**src/rtl/hash160_host_feeder.sv**
```systemverilog
// hash160_host_feeder: collects a 1..55 byte message, applies SHA-256
// single-block padding, streams the block to the Hash160 core behind a
// start token, then waits for the core's done pulse (or a timeout) and
// holds the 160-bit digest behind a valid/ready result handshake.
module hash160_host_feeder #(
    parameter logic [7:0]  START_TOKEN = 8'hA5,
    parameter int unsigned TIMEOUT     = 32'd1023
) (
    input  logic         clk,
    input  logic         rst_n,
    input  logic         s_valid,
    output logic         s_ready,
    input  logic [7:0]   s_data,
    input  logic         s_last,
    output logic [7:0]   h_text,
    input  logic         h_valid,
    input  logic [159:0] h_answer,
    output logic         r_valid,
    input  logic         r_ready,
    output logic [159:0] r_digest,
    output logic         r_err
);

    localparam int unsigned TW = $clog2(TIMEOUT + 32'd1);

    typedef enum logic [2:0] {
        IDLE    = 3'd0,
        COLLECT = 3'd1,
        SEND    = 3'd2,
        WAIT    = 3'd3,
        RESULT  = 3'd4
    } state_t;

    state_t         state_q, state_d;
    logic [5:0]     len_q, len_d;
    logic           ovf_q, ovf_d;
    logic [6:0]     k_q, k_d;
    logic [TW-1:0]  timer_q, timer_d;
    logic [7:0]     h_text_q, h_text_d;
    logic           s_ready_q, s_ready_d;
    logic           r_valid_q, r_valid_d;
    logic [159:0]   r_digest_q, r_digest_d;
    logic           r_err_q, r_err_d;
    logic [7:0]     msg_q [0:54];
    logic           wr_en_s;
    logic           accept_s;
    logic [5:0]     j_s;
    logic [7:0]     rd_byte_s;

    // Padded block byte j for a message of len bytes (bit length big-endian
    // in bytes 56..63; only the low 9 bits of len*8 can be nonzero).
    function automatic logic [7:0] pad_byte(input logic [5:0] j,
                                            input logic [5:0] len,
                                            input logic [7:0] data);
        logic [7:0] b;
        if (j < len) begin
            b = data;
        end else if (j == len) begin
            b = 8'h80;
        end else if (j < 6'd62) begin
            b = 8'h00;
        end else if (j == 6'd62) begin
            b = {7'd0, len[5]};
        end else begin
            b = {len[4:0], 3'b000};
        end
        return b;
    endfunction

    assign accept_s  = s_valid && s_ready_q;
    assign j_s       = k_q[5:0] - 6'd1;
    assign rd_byte_s = (j_s < 6'd55) ? msg_q[j_s] : 8'h00;

    assign s_ready  = s_ready_q;
    assign h_text   = h_text_q;
    assign r_valid  = r_valid_q;
    assign r_digest = r_digest_q;
    assign r_err    = r_err_q;

    // Message buffer: data storage only, written while collecting.
    always_ff @(posedge clk) begin
        if (wr_en_s) begin
            msg_q[len_q] <= s_data;
        end
    end

    // State and output registers.
    always_ff @(posedge clk or negedge rst_n) begin
        if (!rst_n) begin
            state_q    <= IDLE;
            len_q      <= 6'd0;
            ovf_q      <= 1'b0;
            k_q        <= 7'd0;
            timer_q    <= '0;
            h_text_q   <= 8'h00;
            s_ready_q  <= 1'b0;
            r_valid_q  <= 1'b0;
            r_digest_q <= 160'd0;
            r_err_q    <= 1'b0;
        end else begin
            state_q    <= state_d;
            len_q      <= len_d;
            ovf_q      <= ovf_d;
            k_q        <= k_d;
            timer_q    <= timer_d;
            h_text_q   <= h_text_d;
            s_ready_q  <= s_ready_d;
            r_valid_q  <= r_valid_d;
            r_digest_q <= r_digest_d;
            r_err_q    <= r_err_d;
        end
    end

    // Next-state and next-output logic; h_text defaults to 0 so the core
    // only ever sees bytes while SEND is active.
    always_comb begin
        state_d    = state_q;
        len_d      = len_q;
        ovf_d      = ovf_q;
        k_d        = k_q;
        timer_d    = timer_q;
        h_text_d   = 8'h00;
        s_ready_d  = s_ready_q;
        r_valid_d  = r_valid_q;
        r_digest_d = r_digest_q;
        r_err_d    = r_err_q;
        wr_en_s    = 1'b0;
        case (state_q)
            IDLE, COLLECT: begin
                s_ready_d = 1'b1;
                if (accept_s) begin
                    if (ovf_q || (len_q == 6'd55)) begin
                        ovf_d = 1'b1;
                    end else begin
                        wr_en_s = 1'b1;
                        len_d   = len_q + 6'd1;
                    end
                    if (s_last) begin
                        s_ready_d = 1'b0;
                        if (ovf_d) begin
                            state_d    = RESULT;
                            r_valid_d  = 1'b1;
                            r_err_d    = 1'b1;
                            r_digest_d = 160'd0;
                        end else begin
                            state_d  = SEND;
                            k_d      = 7'd1;
                            h_text_d = START_TOKEN;
                        end
                    end else begin
                        state_d = COLLECT;
                    end
                end else begin
                    state_d = state_q;
                end
            end
            SEND: begin
                if (k_q == 7'd65) begin
                    state_d = WAIT;
                    timer_d = '0;
                end else begin
                    h_text_d = pad_byte(j_s, len_q, rd_byte_s);
                    k_d      = k_q + 7'd1;
                end
            end
            WAIT: begin
                if (h_valid) begin
                    state_d    = RESULT;
                    r_valid_d  = 1'b1;
                    r_digest_d = h_answer;
                    r_err_d    = 1'b0;
                end else if (timer_q == TW'(TIMEOUT)) begin
                    state_d    = RESULT;
                    r_valid_d  = 1'b1;
                    r_digest_d = 160'd0;
                    r_err_d    = 1'b1;
                end else begin
                    timer_d = timer_q + TW'(1);
                end
            end
            RESULT: begin
                if (r_ready) begin
                    state_d   = IDLE;
                    r_valid_d = 1'b0;
                    len_d     = 6'd0;
                    ovf_d     = 1'b0;
                    timer_d   = '0;
                    s_ready_d = 1'b1;
                end else begin
                    r_valid_d = 1'b1;
                end
            end
            default: begin
                state_d   = IDLE;
                s_ready_d = 1'b0;
            end
        endcase
    end

endmodule

```
**config.mk**
```make
export PLATFORM = sky130hd
export DESIGN_NAME = hash160_host_feeder
export DESIGN_NICKNAME = d
export VERILOG_FILES = /design/src/rtl/hash160_host_feeder.sv
export SDC_FILE = /design/constraint.sdc
export NUM_CORES = 1
export LEC_CHECK = 0
export CORE_MARGIN = 5
export CORE_UTILIZATION = 59
export CTS_CLUSTER_DIAMETER = 100
export DETAILED_ROUTE_END_ITERATION = 10
export PLACE_DENSITY = 0.85
export SYNTH_ARGS = -nofsm -noshare
export SYNTH_HDL_FRONTEND = slang
export SYNTH_SLANG_ARGS = --single-unit
```
**constraint.sdc**
```tcl
create_clock -name clk -period 11.7 [get_ports clk]
set_clock_uncertainty 0.15 [all_clocks]
set_input_delay 2.925 -clock clk [delete_from_list [all_inputs] [get_ports clk]]
set_output_delay 2.925 -clock clk [all_outputs]
set_load 0.01 [all_outputs]
```
* After elaboration in Yosys (flattened, before gate mapping)
Memories as Yosys holds them, arrays and structs flattened. Index checks and enable logic that the tools add are counted.
Storage, ports and cells: register bits 198, bits in latches 0, RAM bits 440, bits in read-only memories 0, input port bits 174, output and inout bits 171, word-level logic and storage cells 119, memories kept 1
Cells by class: add/subtract/negate cells 4, multiply operators 0, divide/modulo/power cells 0, $lt $le $gt $ge 3, eq/ne operators 20, shift operators 0, mux-type cells 62, bitwise operators 1, reduce and logical (&&, ||, !) cells 18
Memory list:
- msg_q | depth 55, bits a word 8, rd ports 1, clocked after Yosys merged registers in 0, wr ports 1, line 44 | logic [7:0] msg_q [0:54];
Operator list (count):
- $mux W160 | 5
- $pmux W160 S2 | 1
- $mux W8 | 9
- $mux W10 | 4
- $pmux W10 S3 | 1
- $mux W7 | 4
- $mux W3 | 7
- $mux W1 | 20
- $ne A2 B2 Y1 const B | 10
- $reduce_and A5 Y1 | 4
- $mux W6 | 3
- $pmux W8 S2 | 1
- $pmux W7 S2 | 1
- $eq A6 B6 Y1 const B | 2
- $lt A6 B6 Y1 const B | 2
- $pmux W3 S4 | 1
- $pmux W6 S2 | 1
- $add A10 B1 Y10 const B | 1
- $eq A10 B10 Y1 const B | 1
- $reduce_and A4 Y1 | 2
- $add A7 B1 Y7 const B | 1
- $eq A7 B7 Y1 const B | 1
- $add A6 B1 Y6 const B | 1
- $eq A3 B2 Y1 const B | 2
- 17 further kinds | 23

* Depth between registers and ports, before layout
Gate-level depths: netlist of run 1.
depth in word-level cells 9, depth in mapped cells 19, gate-level depth less buffers 11

* Worst setup path before layout of run 1
Ideal clock, no wire load.
kind input port to flip-flop, start in s_valid, end mem msg_q[49][0] (enable), setup time 0.370 ns, arrival time 4.118 ns, required time 11.180 ns, setup slack 7.061 ns, cell stages on the path 5, path buffers 0, path through and2_1 > nand2_1 > nor3_1 > nand3_1 > nor2_1
On the way: longest elaborated chain between the ends 5
RTL lines:
- from (decl) | line 11 | input logic s_valid,
- $logic_and A1 B1 Y1 | line 70 | assign accept_s = s_valid && s_ready_q;
- $mux W1 | line 131 | if (accept_s) begin
- $mux W1 | line 128 | case (state_q)
- $mux W1 | line 82 | if (wr_en_s) begin
- $mux W1 (implied by the code) | line 83 | msg_q[len_q] <= s_data;
- to (decl) | line 44
No other way between the ends.

* Final worst setup path of run 1
start in s_valid, end mem msg_q[39][2] (enable)
The elaborated chain is that of the path after synthesis.

==> results of run 1 <==
==> power groups by stage <==
stage	clock network, W	logic [W]	registers (W)
after global routing	0.00223	0.00320	0.00304
after global placement	0	0.00292	0.00302
final	0.00210	0.00305	0.00300
after detailed placement	0	0.00298	0.00303
after CTS	0.00212	0.00303	0.00300
after floorplan	0	0.00170	0.00306
==> Yosys cell counts (all sizes together) (3+ instances only) <==
library cell	count	area share (%)
a2111oi	3	0.10
nand4	11	0.27
clkbuf	39	0.58
dfrtp	198	20
o31ai	3	0.089
mux2i	28	1.1
o22ai	6	0.17
or3	8	0.24
edfxtp	440	52
xnor2	14	0.49
buf	49	1.5
nand3	18	0.38
nand2	49	0.73
a21oi	26	0.52
ha	12	0.59
nor3b	3	0.13
nor2b	7	0.17
nor4	6	0.15
xor2	5	0.20
inv	20	0.30
mux4	105	9.6
a211oi	10	0.35
and3	6	0.15
and2	3	0.074
mux2	11	0.49
a22o	163	5.7
o21a	4	0.12
nor3	15	0.41
nand3b	3	0.089
o21ai	34	0.67
nor2	106	1.6
==> routing by layer <==
| metal | vias to the layer above | global-route usage, % | wire, um |
|---|---|---|---|
| met5 | - | 0 | 80 |
| met4 | 12 | 14.2 | 3830 |
| met3 | 195 | 7.93 | 7260 |
| met2 | 989 | 48.1 | 34700 |
| met1 | 7800 | 39.4 | 26100 |
| li1 | 6401 | - | - |
==> cells by family after synthesis <==
kind of cell	synth area share (%)
AOI/OAI and AO/OA	8.61
xor gates and xnor gates	0.689
adders and majority gates	0.595
buffers and inverters	2.36
DFF	71.9
muxes	11.2
and+or+nand+nor	4.65
==> worst max path at each step <==
stage / end / slack, ps / depth (start not counted)
floorplan: msg_q[49][0] / 7060 / 5
global placement: msg_q[39][6] / 5560 / 6
detailed placement: msg_q[50][6] / 5410 / 6
CTS: msg_q[39][2] / 6100 / 6
global route: msg_q[39][2] / 5970 / 6
finish: msg_q[39][2] / 5960 / 6
==> sequential cells by signal, summed over array words and instances, names as in the netlist <==
| name | cells |
|---|---|
| s_ready | 1 |
| r_digest | 160 |
| state_q | 3 |
| r_err | 1 |
| msg_q | 440 |
| ovf_q | 1 |
| timer_q | 10 |
| r_valid | 1 |
| len_q | 6 |
| h_text | 8 |
| k_q | 7 |
==> stage by stage <==
step / util, % / setup WS, ps / cells
6_report: 73.9 / 5960 / 2366
5_1_grt: 73.9 / 5970 / 2366
4_1_cts: 73.8 / 6100 / 2360
3_5_place_dp: 68.7 / 5410 / 2246
3_3_place_gp: 68.7 / 5560 / 2246
2_1_floorplan: - / 7060 / 1440
==> layout make-up <==
cell class	count	area [sq um]
Fill cell	2384	11000
Timing Repair Buffer	356	3490
Multi-Input combinational cell	693	6530
Clock inverter	38	472
Sequential cell	638	18200
Antenna cell	5	12.5
Clock buffer	76	1690
Tap cell	539	674
Inverter	21	78.8
==> impl_metrics.ini, run 1 <==
[setup_path]
cp_num_buf_inv = 1
worstSetupPathType = in2reg
slowest_stage = nor3_1
reg2reg_depth = 12
critPathCaptureType = flop
path_common_cell = nand2_1
r2r_slack_ps = 6700
worstReg2RegEnd = h_text[2]
critPathMaxFanout = 8
crit_start = s_valid
crit_family = simple AND/OR/NAND/NOR gates
arrival_ps = 5840
rr_startpoint = k_q[0]
crit_chain = clkdlybuf4s50_1 > and2_1 > nand2_1 > nor3_1 > nand2_1 > nor2_1
max_stage_delay_ps = 860
start_kind = input port
worst_ep_required_time_ps = 11800

[global_routing]
grtUsageTotal_pct = 30.1
antenna_found_initial = 11
grt_overflow = 0
grt_pass1_vias = 15500
grt_max_degree = 128
grt_pass1_wl_um = 105000

[sta]
worst_pin_slew_ps = 1250
post-route-period-util_pct = 49.1
setup-violations-final = 0
tns_ps = 0
hold_viol_final = 0
period_minus_slack_ps = 5740
relSlewSlack_pct = 16.4
rsz0062_at_grt = no
timing.fmax_ghz = 0.174
whs_ps = 355
final_max_slew_viol_count = 0

[route]
routed_wirelength_um = 72000
ant_nets = 0
routedWlPerCell_um = 30.4
drc = 0
firstDrtPassIters = 6
drt_iter0_markers = 1933
via_count = 15400
vias_per_cell = 6.51

[die]
rows = 75
io_pins = 345
start_util_pct = 59.9
die_x_um = 217
die_area_sq_mm = 0.0470
core_area_sq_mm = 0.0421
die_height_um = 217

[cts]
clock-root-buffer = clkbuf_16
clock_path_buffers = 3
clock_sinks = 638
cts_setup_buffers = 0
htree_num_levels = 2
path_clk_slew_ps = 60
cts_resized = 0
cts_made_buffers = 60
clkLatencyLatePin_ps = 630
cts_tree = built
hold_buffers = 0

[synth]
syn-num-nets = 1626
ys_seq_area_share_pct = 71.9
netlist_instances = 1440
synth-edff-count = 440
synth_ff_type = edfxtp_1
syn_area_per_cell_sq_um = 17.5
yosys_warnings = 0
syn-cell-area_sq_mm = 0.0253
ys_ff_latch = 638
ys_types = 75
async_reset_ff_share_pct = 31.0

[power_and_ir_drop]
power_density_mw_per_mm2 = 262
p_int_w = 0.00540
vdd_ir_drop_max_v = 0.000215
leakagePower_nw = 11.3
finalPower_w = 0.00816
netSwitchingFraction_pct = 33.8
p_switching_w = 0.00276
p_clk_share_pct = 25.8
comb_power_share_pct = 37.4
seqPwrFrac_pct = 36.8

[placed_design]
gp_congestion = 0.932
place_area_sq_mm = 0.0289
io_buffer_count = 344
dp_hpwl_um = 45700

[min_path]
min-delay-start = r_digest[52]
min_to = r_digest[52]
min_path_cells = 1
hp-class = reg2reg

[flow_run]
drv_cap = 0

[outcome]
status = completed

[layout]
layout_common_cells = edfxtp_1, clkdlybuf4s50_1, dfrtp_1, a22o_1, nor2_1
nNetsFinal = 1956
drive_gt1_share_pct = 13.7
final_common_cell = edfxtp_1
area_growth_pct = 23.3
fin_area_sq_mm = 0.0311
Power figures use the tool's default switching activity.
==> run 2, diff against run 1 <==
- CORE_UTILIZATION: 59 -> 50
- PLACE_DENSITY: 0.85 -> 0.77
- clock period: 11.7 -> 4.7 ns (I/O delays scaled with it)
==> impl_metrics.ini, run 2 (synthesis gave the netlist of run 1 again) <==
[outcome]
status = completed

[placed_design]
dp_hpwl_um = 47700
pre_cts_slack_ps = 899
io_buffer_count = 344
gp_congestion = 0.990
place_area_sq_mm = 0.0296
dp_cells = 2442

[layout]
multi_input_area_sq_mm = 0.00654
layout_common_cells = edfxtp_1, clkdlybuf4s50_1, dfrtp_1, a22o_1, nor2_1
nFillCells = 3430
final_common_cell = edfxtp_1
fin_area_sq_mm = 0.0318
drive_gt1_share_pct = 16.0
top_register = msg_q
largest_reg_flops = 440
final_cells = 2563
area_growth_pct = 26.1
regArea_sq_mm = 0.0182
nNetsFinal = 2024

[die]
die_area_sq_mm = 0.0551
die_x_um = 235
io_pins = 345
core_area_sq_mm = 0.0501
die_height_um = 235
start_util_pct = 50.4
rows = 82

[sta]
final_max_slew_viol_count = 0
tns_ps = 0
period_minus_slack_ps = 3630
setup-violations-final = 0
hold_viol_final = 0
fin_ws_ps = 1070
timing.fmax_ghz = 0.275
worst_pin_slew_ps = 903
rsz0062_at_grt = no
post-route-period-util_pct = 77.3
whs_ps = 353
relSlewSlack_pct = 39.8

[flow_run]
drv_cap = 0

[cts]
htree_num_levels = 3
cts_setup_buffers = 0
clock_path_buffers = 3
clock-root-buffer = clkbuf_16
hold_buffers = 0
path_clk_slew_ps = 60
clock_sinks = 638
cts_resized = 0
clkLatencyLatePin_ps = 600
cts_made_buffers = 66
cts_tree = built

[setup_path]
rr_startpoint = k_q[0]
crit_start = k_q[0]
start_kind = flop
arrival_ps = 3970
worstSetupPathType = reg2reg
r2r_slack_ps = 1070
critPathCaptureType = flop
worst_ep_required_time_ps = 5040
critPathMaxFanout = 24

[route]
drc = 0
ant_nets = 0
drt_iter0_markers = 1823
via_count = 15500
routed_wirelength_um = 70800
firstDrtPassIters = 6
vias_per_cell = 6.06
routedWlPerCell_um = 27.6

[global_routing]
grt_max_degree = 163
grt_pass1_vias = 15600
grt_overflow = 0
grt_pass1_wl_um = 105000
grtUsageTotal_pct = 25.1
antenna_found_initial = 4

[power_and_ir_drop]
power_density_mw_per_mm2 = 640
leakagePower_nw = 11.7
vdd_ir_drop_max_v = 0.000384

[min_path]
min-delay-start = r_digest[72]
hp-class = reg2reg
run 2: power breakdown:
part,internal (W),switching (W)
logic,0.00364,0.00407
registers,0.00680,0.000626
clock network,0.00311,0.00214
run 2: final cells by class:
cell class,count,share of cell area (%)
clock inverter,28,1.03
antenna,3,0.0236
inverter,21,0.248
timing repair buffer,418,12.6
clock buffer,90,5.82
tap,672,2.64
sequential,638,57.1
multi-input combinational,693,20.5
run 2: layer usage:
metal	vias up	GRT usage, %	part of all wire (%)
li1	6540	-	-
met1	7928	32.4	37
met2	911	41.2	49
met3	158	6.16	8.8
met4	2	10.6	4.7
met5	-	0	0.013
run 2: stage by stage:
step | total power [W] | util, %
finish | 0.0204 | 63.6
global route | 0.0212 | 63.6
detailed placement | 0.0152 | 59.2
floorplan | 0.0118 | -
CTS | 0.0205 | 63.6
global placement | 0.0150 | 59.2
run 2: worst paths after layout:
path,endpoint,cells past startpoint
max,h_text[7],12
min,r_digest[72],1
max reg2reg,h_text[7],12
min reg2reg,r_digest[72],1
max in group asynchronous,r_digest[11],2
min in group asynchronous,r_digest[90],1
run 2: worst max-delay path, cell delays in order (launching register included):
cell and delay, ps:
dfrtp_4 640, inv_1 190, ha_4 200, nor3b_1 230, xnor2_1 150, buf_4 250, inv_2 100, ha_1 310
a21o_1 180, a21o_1 220, nor3b_4 390, o31ai_1 140, o41ai_1 360
